## config.mk

```make
export PLATFORM = sky130hd
export DESIGN_NAME = workshop_downcounter
export DESIGN_NICKNAME = d
export VERILOG_FILES = /design/src/rtl/workshop_pkg.sv /design/src/rtl/workshop_downcounter.sv
export SDC_FILE = /design/constraint.sdc
export NUM_CORES = 1
export LEC_CHECK = 0
export CAP_MARGIN = 5
export CORE_AREA = 5 5 42 44
export CTS_CLUSTER_DIAMETER = 80
export DETAILED_ROUTE_END_ITERATION = 12
export DIE_AREA = 0 0 47 49
export PLACE_DENSITY = 0.59
export SLEW_MARGIN = 0
export SYNTH_ARGS = -nofsm -noshare
export SYNTH_HDL_FRONTEND = slang
export SYNTH_SLANG_ARGS = --single-unit
```

## constraint.sdc

```tcl
create_clock -name clk -period 2 [get_ports clk]
set_input_delay 0.3 -clock clk [delete_from_list [all_inputs] [get_ports clk]]
set_output_delay 0.3 -clock clk [all_outputs]
set_load 0.02 [all_outputs]
```

## src/rtl/workshop_pkg.sv

```systemverilog
// Shared definitions for the workshop down-counter: FSM state encoding and default width.
package workshop_pkg;

    localparam int WIDTH_DEFAULT = 4;

    typedef enum logic [0:0] {
        IDLE = 1'b0,
        RUN  = 1'b1
    } state_t;

endpackage

```

## src/rtl/workshop_downcounter.sv

```systemverilog
// Loadable down-counter with start/stop run control and a single-cycle expiry pulse.
// Optional auto-reload on expiry when WORKSHOP_DOWNCOUNTER_AUTO_RELOAD_EN is defined.
module workshop_downcounter
    import workshop_pkg::*;
#(
    parameter int WIDTH = WIDTH_DEFAULT
) (
    input  logic             clk,
    input  logic             rst_n,
    input  logic             en,
    input  logic             load,
    input  logic [WIDTH-1:0] data_in,
    input  logic             start,
    input  logic             stop,
    output logic [WIDTH-1:0] data_out,
    output logic             busy,
    output logic             done,
    output logic             zero
);

    localparam logic [WIDTH-1:0] ZERO_C = {WIDTH{1'b0}};
    localparam logic [WIDTH-1:0] ONE_C  = {{(WIDTH-1){1'b0}}, 1'b1};

    state_t           state_r;
    state_t           state_s;
    logic [WIDTH-1:0] count_r;
    logic [WIDTH-1:0] count_s;
    logic             done_r;
    logic             done_s;
    logic [WIDTH-1:0] reload_s;

`ifdef WORKSHOP_DOWNCOUNTER_AUTO_RELOAD_EN
    logic [WIDTH-1:0] reload_r;
    logic [WIDTH-1:0] reload_nxt_s;

    // Reload value register, captured on every load.
    always_ff @(posedge clk or negedge rst_n) begin
        if (!rst_n) begin
            reload_r <= ZERO_C;
        end else begin
            reload_r <= reload_nxt_s;
        end
    end

    // Next reload value: follows data_in on load, otherwise held.
    always_comb begin
        reload_nxt_s = reload_r;
        if (load) begin
            reload_nxt_s = data_in;
        end else begin
            reload_nxt_s = reload_r;
        end
    end

    assign reload_s = reload_r;
`else
    assign reload_s = ZERO_C;
`endif

    // State, count and done registers.
    always_ff @(posedge clk or negedge rst_n) begin
        if (!rst_n) begin
            state_r <= IDLE;
            count_r <= ZERO_C;
            done_r  <= 1'b0;
        end else begin
            state_r <= state_s;
            count_r <= count_s;
            done_r  <= done_s;
        end
    end

    // Next-state logic; load outranks stop, stop outranks start, start outranks decrement.
    always_comb begin
        state_s = state_r;
        count_s = count_r;
        done_s  = 1'b0;
        if (load) begin
            count_s = data_in;
            state_s = IDLE;
        end else if (stop) begin
            state_s = IDLE;
        end else begin
            case (state_r)
                IDLE: begin
                    if (start) begin
                        if (count_r == ZERO_C) begin
                            done_s = 1'b1;
                        end else begin
                            state_s = RUN;
                        end
                    end else begin
                        state_s = IDLE;
                    end
                end
                RUN: begin
                    if (en && (count_r == ONE_C)) begin
                        done_s = 1'b1;
                        // A zero reload value means no reload: finish like a plain expiry.
                        if (reload_s != ZERO_C) begin
                            count_s = reload_s;
                        end else begin
                            count_s = ZERO_C;
                            state_s = IDLE;
                        end
                    end else if (en && (count_r != ZERO_C)) begin
                        count_s = count_r - ONE_C;
                    end else begin
                        count_s = count_r;
                    end
                end
                default: begin
                    state_s = IDLE;
                end
            endcase
        end
    end

    assign data_out = count_r;
    assign busy     = (state_r == RUN);
    assign done     = done_r;
    assign zero     = (count_r == ZERO_C);

endmodule
```

### Word level (Yosys, flattened, before mapping)

Index checks and enable logic that the tools add are counted.

| word-level totals | value |
|---|---|
| register bits after elaboration | 6 |
| input port bits | 10 |
| output and inout bits | 7 |
| word-level logic and storage cells | 31 |

| cells by class | value |
|---|---|
| add/sub/neg operators | 1 |
| equality and inequality tests | 2 |
| multiplexer cells | 17 |
| bitwise gates (word level) | 1 |
| reductions and logical operators | 7 |

Operator list:

| cell | number |
|---|---|
| $mux 4 | 5 |
| $mux 1 | 10 |
| $eq 4x1->1 const B | 1 |
| $logic_not 4->1 | 1 |
| $pmux 1 s2 | 2 |
| $reduce_bool 4->1 | 1 |
| $sub 4x1->4 const B | 1 |
| $reduce_and 3->1 | 1 |
| $reduce_bool 3->1 | 1 |
| $logic_and 1x1->1 | 2 |
| $ne 2x2->1 const B | 1 |
| $reduce_bool 2->1 | 1 |
| $not 1->1 | 1 |

### Logic depth before layout (Yosys ltp)

Gate-level depths: netlist of the first run.

| depth | value |
|---|---|
| word-level depth | 7 |
| depth in mapped cells | 5 |
| depth with buffers taken out | 5 |

### Worst setup path after synthesis of the first run

No wires, ideal clock.

| path | value |
|---|---|
| path kind | reg2reg |
| start point | reg count_r[1] (netlist: data_out[1]) |
| end point | reg count_r[1] (netlist: data_out[1]) |
| setup time | 0.092 ns |
| data arrival time | 1.645 ns |
| data required time | 1.908 ns |
| setup slack | 0.264 ns |
| cell stages (with the launch flop) | 6 |
| path buffers | 0 |
| clock period less this slack | 1.736 ns |
| cells stage by stage | dfrtp_1 > inv_1 > ha_1 > or4b_4 > and3_1 > o31ai_2 |

| on the way | value |
|---|---|
| cells in the longest elaborated chain, start to end | 6 |
| elaborated cells between the ends (all ways) | 12 |
| classes of those cells | add/sub: 1; eq/ne: 1; mux: 5; reduce/logical: 5 |

RTL lines:

| element | line | text |
|---|---|---|
| start: declaration | workshop_downcounter.sv:26 | `logic [WIDTH-1:0] count_r;` |
| start signal: assignment | workshop_downcounter.sv:68 | `count_r <= count_s;` |
| $sub 4x1->4 / $eq 4x1->1 (equally long branches) | workshop_downcounter.sv:107, workshop_downcounter.sv:97 |  |
| $mux 4 / $logic_and 1x1->1 (equally long branches) | workshop_downcounter.sv:106, workshop_downcounter.sv:97 |  |
| $mux 4 | workshop_downcounter.sv:97 | `if (en && (count_r == ONE_C)) begin` |
| $mux 4 | workshop_downcounter.sv:84 | `case (state_r)` |
| $mux 4 | workshop_downcounter.sv:81 | `end else if (stop) begin` |
| $mux 4 | workshop_downcounter.sv:78 | `if (load) begin` |

Parallel ways exist; a longest one is shown, timed or not. The select of a mux whose other input is x is not followed.
A chain may end at the register's enable or synchronous reset.

### Worst setup path in the final report of the first run

| path | value |
|---|---|
| start point | reg count_r[0] (netlist: data_out[0]) |
| end point | out zero |

| on the way | value |
|---|---|
| cells in the longest elaborated chain, start to end | 1 |

RTL lines:

| element | line | text |
|---|---|---|
| $logic_not 4->1 | workshop_downcounter.sv:122 | `assign zero = (count_r == ZERO_C);` |
| end: declaration | workshop_downcounter.sv:18 | `output logic zero` |

No other way between the ends.

==> impl_metrics.toml, run 1 <==
[floorplan]
core.rowCount = 14
initial_core_util = 0.3071
die_area_mm2 = 0.002303
io_pins = 17
chipHeight_um = 49
fp.coreArea_mm2 = 0.001401
die_w_um = 47

[cts]
hold_buffers = 0
htreeDepth = 1
clk_pin_slew_ps = 50
cts_sinks = 6
cts_made_buffers = 3
cts_setup_buffers = 0
cts-root-buf = "clkbuf_4"
clock_latency_ps = 250
clock_path_buffers = 2
cts_tree = "yes"

[grt]
overflow = 0
grt_max_degree = 10
grt_pass1_vias = 402
grt_usage = 0.1165
grt_first_pass_wirelength_mm = 1.890
antenna_found_initial = 0

[route]
drt.antenna.violating_nets = 0
drc = 0
drt-wirelength-per-cell_um = 13.42
drt_iter0_drc = 15
viasPerCell = 5.478
dr.pass1.iters = 4
routed-via-count = 493
drt_wl_total_mm = 1.208

[placement]
placed_cell_area_um2 = 678.2
dp_cells = 87
numPortBuffers = 16
dp_hpwl_um = 986.4
gp_congestion = 0.8163

[timing]
slew-limit-headroom = 0.7353
final_max_slew_viol_count = 0
post-route-period-util = 0.9133
rsz0062_at_grt = "no"
fmax_mhz = 547.4
tightest_slew_ps = 391.8
setup_viol = 0
fin_crit_ps = 1827
hold_viol_final = 0
finClkSkew_ps = 7.668

[worst_setup_path]
worstPathCellList = "inv_1, ha_1, or3b_2, inv_1, clkbuf_2"
cp_slowest_cell = "or3b_2"
cpMostUsedCell = "inv_1"
timing.rr.start = "data_out[0]"
r2r_end = "data_out[0]"
r2r_cells = 7
crit_path_start_kind = "register"
cp.arrival_ps = 1530
cpPeakStageDelay_ps = 460
reg2reg_setup_slack_ps = 220
crit_fanout = 2
cp_data_required_time_ps = 1700
setup.worst_path.class = "reg2out"
end_kind = "primary output"

[final_layout]
drive_gt1_frac = 0.2432
final_common_cell = "clkdlybuf4s50_1"
instances_no_fill = 90
layout_common_cells = "clkdlybuf4s50_1 (15), buf_4 (9), dfrtp_1 (6), inv_1 (5)"
utilization = 0.4964
final_nets = 89
diodes = 0
syn2layout_area_growth_pct = 61.63
fin_area_um2 = 695.7

[synthesis]
synth_seq_area_share = 0.3488
syn-num-nets = 59
synthCells = 46
yosys_register_bits = 6
ys_types = 27
yosys.area.top_type = "dfrtp_1"
synth.top_cell.area_share = 0.3488
netlist_top_cells_area = "dfrtp_1 (35%), ha_1 (8.7%), inv_1 (4.4%), a21oi_1 (3.5%), nand3b_1 (3.5%)"
syn_area_um2 = 430.4
ys_warn_count = 0
avgSynthCellArea_um2 = 9.357

[power_and_ir_drop]
peakVddDrop_mv = 0.2871
powerDensity_mw_per_mm2 = 557.7
p_total_mw = 0.3880
p_leak_nw = 0.3029

[outcome]
status = "finished, final reports clean"

[min_path]
hp-class = "in2async"

[job]
max_cap_violations = 0
registers in the layout (all words and copies together), names as in the netlist:
register	flops
busy	1
data_out	4
done	1
cells in the mapped netlist:
cell	number
a2111oi_0	1
a21oi_1	3
a2bb2oi_1	1
a31oi_1	1
a41oi_1	1
and3_1	1
and3b_2	1
dfrtp_1	6
ha_1	3
inv_1	5
nand2_1	3
nand3_1	2
nand3b_1	2
nor2_1	2
nor4_1	1
nor4b_1	1
nor4bb_1	1
o211ai_1	1
o21ai_0	2
o311ai_0	1
o31ai_1	1
o31ai_2	1
or3_1	1
or3b_2	1
or4_1	1
or4_2	1
or4b_4	1
how the worst max path moves through the flow:
stage / start / end / depth (start not counted) / slack (ps)
after floorplan: data_out[1] / data_out[1] / 5 / 260
after global placement: data_out[0] / zero / 5 / 20
after detailed placement: data_out[0] / zero / 5 / -20
after CTS: data_out[0] / zero / 5 / 10
after global routing: data_out[0] / zero / 5 / 60
final: data_out[0] / zero / 5 / 170
cells by family after synthesis:
logic type | share of synthesized area
simple gates | 0.3024
compound gates | 0.2180
flops | 0.3488
buf+inv | 0.04361
fa+ha+maj | 0.08722
power breakdown:
| part | switching [mW] | internal, mW |
|---|---|---|
| clock | 0.0464 | 0.0681 |
| combinational | 0.0645 | 0.0728 |
| sequential | 0.00555 | 0.131 |
metal layers:
layer  GRT usage  routed length, um  vias to the layer above
met4     0.05530                 19                        0
li1            -                  -                      236
met1      0.1530                511                      234
met5           0                  0                        -
met2      0.1765                588                       19
met3     0.02214                 87                        4
layout make-up:
class                   instances  area (um2)
fillers                       152       705.7
multi-input cells              35       261.5
repair buffers                 25       222.7
flip-flops and latches          6       150.1
clock buffers                   3       22.52
well taps                      16       20.02
inverters                       5       18.77
critical path: cells and delay by family (launching register included):
family                   cells  cell delay [ps]
adder cells (fa/ha/maj)      1              160
buffers and inverters        3              300
flip-flops                   1              370
AND/OR/NAND/NOR              1              460
what timing repair did:
item	in CTS	in global routing
setup endpoints to repair	1	1
resized for setup	2	1
gates cloned	0	0
endpoints found under the hold margin	0	0
metrics by stage:
stage / hold slack, ps / setup TNS, ps / setup slack (ps)
after global placement: 573.0 / 0 / 20.04
after CTS: 306.1 / 0 / 14.77
after detailed placement: 576.4 / -21.60 / -21.60
after global routing: 322.3 / 0 / 63.97
after floorplan: 4.409 / 0 / 263.6
final: 294.9 / 0 / 173.3
No activity file was read; power rests on OpenSTA's default activity.
==> run 2, diff against run 1 <==
- ABC_AREA: unset -> 1
==> impl_metrics.toml, run 2 <==
[outcome]
status = "finished, final reports clean"

[final_layout]
multiInputGateArea_um2 = 236.5
drive_gt1_frac = 0.1000
diodes = 0
syn2layout_area_growth_pct = 47.92
layout_common_cells = "nand2_1 (25), clkdlybuf4s50_1 (15), inv_1 (8), dfrtp_1 (6)"
largest_reg_flops = 4
final_common_cell = "nand2_1"
utilization = 0.4438
fill_cells = 153
seq_area_um2 = 150.1
final_nets = 95

[route]
drt-wirelength-per-cell_um = 10.30
drc = 0
wl_met1_um = 444
drt_iter0_drc = 3
met3_length_um = 84
top_layer = "met4"
drt.antenna.violating_nets = 0
routed-via-count = 417
drt_wl_total_um = 989
viasPerCell = 4.344
met2WireLength_um = 441
dr.pass1.iters = 4

[power_and_ir_drop]
p_leak_nw = 0.3218
powerDensity_mw_per_mm2 = 1033
peakVddDrop_mv = 0.6143

[timing]
rsz0062_at_grt = "no"
fin_tns_setup_ps = 0
setup_viol = 0
fmax_mhz = 579.7
hold_viol_final = 0
fin_crit_ps = 1725
slew-limit-headroom = 0.8259
post-route-period-util = 0.8625
finClkSkew_ps = 1.842
final_max_slew_viol_count = 0
tightest_slew_ps = 260.3

[min_path]
hp-class = "in2async"

[cts]
cts-root-buf = "clkbuf_4"
htreeDepth = 1
hold_buffers = 0
clock_path_buffers = 2
cts_made_buffers = 3
cts_sinks = 6
clock_latency_ps = 240
cts_tree = "yes"
clk_pin_slew_ps = 40

[synthesis]
ys_types = 16
synth.top_cell.area_share = 0.3571
ys.flop_type = "dfrtp_1"
synth_most_common_cell = "nand2_1"
syn_area_um2 = 420.4
netlist_top_cells_area = "dfrtp_1 (36%), nand2_1 (22%), ha_1 (8.9%), inv_1 (7.1%), a21oi_1 (3.6%)"
syn-num-nets = 74
avgSynthCellArea_um2 = 6.892
yosys_register_bits = 6
synthArstFlopShare = 1.000
ys_warn_count = 0
yosys.area.top_type = "dfrtp_1"
synth_seq_area_share = 0.3571
synthCells = 61
synth-edff-count = 0
synthTopCellsByCount = "nand2_1 (25), inv_1 (8), dfrtp_1 (6)"

[worst_setup_path]
cp_data_required_time_ps = 1700
crit_path_end = "zero"
timing.rr.start = "data_out[0]"
r2r_cells = 7
r2r_end = "data_out[3]"
crit_path_start_kind = "register"
cp.arrival_ps = 1420
worstSetupStartpoint = "data_out[0]"
reg2reg_setup_slack_ps = 650
crit_fanout = 5
setup.worst_path.class = "reg2out"
end_kind = "primary output"

[floorplan]
core.rowCount = 14
die_w_um = 47
die_area_mm2 = 0.002303
chipHeight_um = 49
fp.coreArea_mm2 = 0.001401
io_pins = 17
initial_core_util = 0.3000

[grt]
antenna_found_initial = 0
grt_first_pass_wirelength_mm = 1.628
overflow = 0
grt_max_degree = 7
grt_usage = 0.09851
grt_pass1_vias = 399

[job]
max_cap_violations = 0

[placement]
numPortBuffers = 16
gp_congestion = 0.6949
## run 2: cell types whose count changed after synthesis, moves of 2 or more
cell	before	now
nand3b_1	2	0
nand2_1	3	25
nand2_2	0	2
inv_1	5	8
## run 2: worst min-delay path by stage
stage | start | end | slack [ps] | depth (start not counted)
after floorplan | rst_n | busy | 4 | 0
after global placement | data_out[1] | data_out[1] | 530 | 2
after detailed placement | rst_n | data_out[2] | 550 | 1
after CTS | rst_n | data_out[0] | 290 | 1
after global routing | rst_n | data_out[2] | 300 | 1
final | rst_n | data_out[0] | 290 | 1
## run 2: timing repair
item                       in CTS  in global routing
setup endpoints to repair       1                  0
gates resized for setup         1                  0
buffers inserted                0                  0
## run 2: per-layer routing
layer  vias to the layer above  GRT usage
li1                        226          -
met1                       170     0.1278
met2                        19     0.1290
met3                         2    0.02583
met4                         0    0.08295
met5                         -          0
## run 2: per-stage QoR
step | hold slack (ps) | area, um2 | instances | setup slack [ps] | total power [mW]
3_3_place_gp | 530.6 | 600.6 | 93 | 277.4 | 0.5472
6_report | 293.9 | 621.8 | 96 | 275.0 | 0.6423
3_5_place_dp | 546.2 | 600.6 | 93 | 264.4 | 0.5446
4_1_cts | 287.5 | 621.8 | 96 | 259.0 | 0.6561
5_1_grt | 302.0 | 621.8 | 96 | 198.7 | 0.7040
2_1_floorplan | 4.409 | 420.4 | 61 | 673.9 | 0.4034
## run 2: cells by family (layout without fill, tap and decap cells)
kind of cell               Yosys count  in the layout  synth area share
and+or+nand+nor                     32             32            0.3125
AOI/OAI and AO/OA                   10             10            0.1399
buffers and inverters                9             28           0.08035
DFF                                  6              6            0.3571
adders and majority gates            3              3           0.08930
xor gates and xnor gates             1              1           0.02084
## run 2: power breakdown
part           switching, mW  internal, mW
Combinational          0.188         0.152
Clock                 0.0398        0.0676
Sequential            0.0405         0.155
## run 2: area by class of cell
class	count	area share
multi-input cells	46	0.3803
repair buffers	16	0.2555
flip-flops and latches	6	0.2414
inverters	9	0.05433
clock buffers	3	0.03622
well taps	16	0.03219
## run 2: worst max-delay path, stage by stage, from the launching register on
cell,delay (ps)
dfrtp_1,410
inv_1,130
ha_1,170
nand2_2,70
inv_1,70
dlygate4sd2_1,330
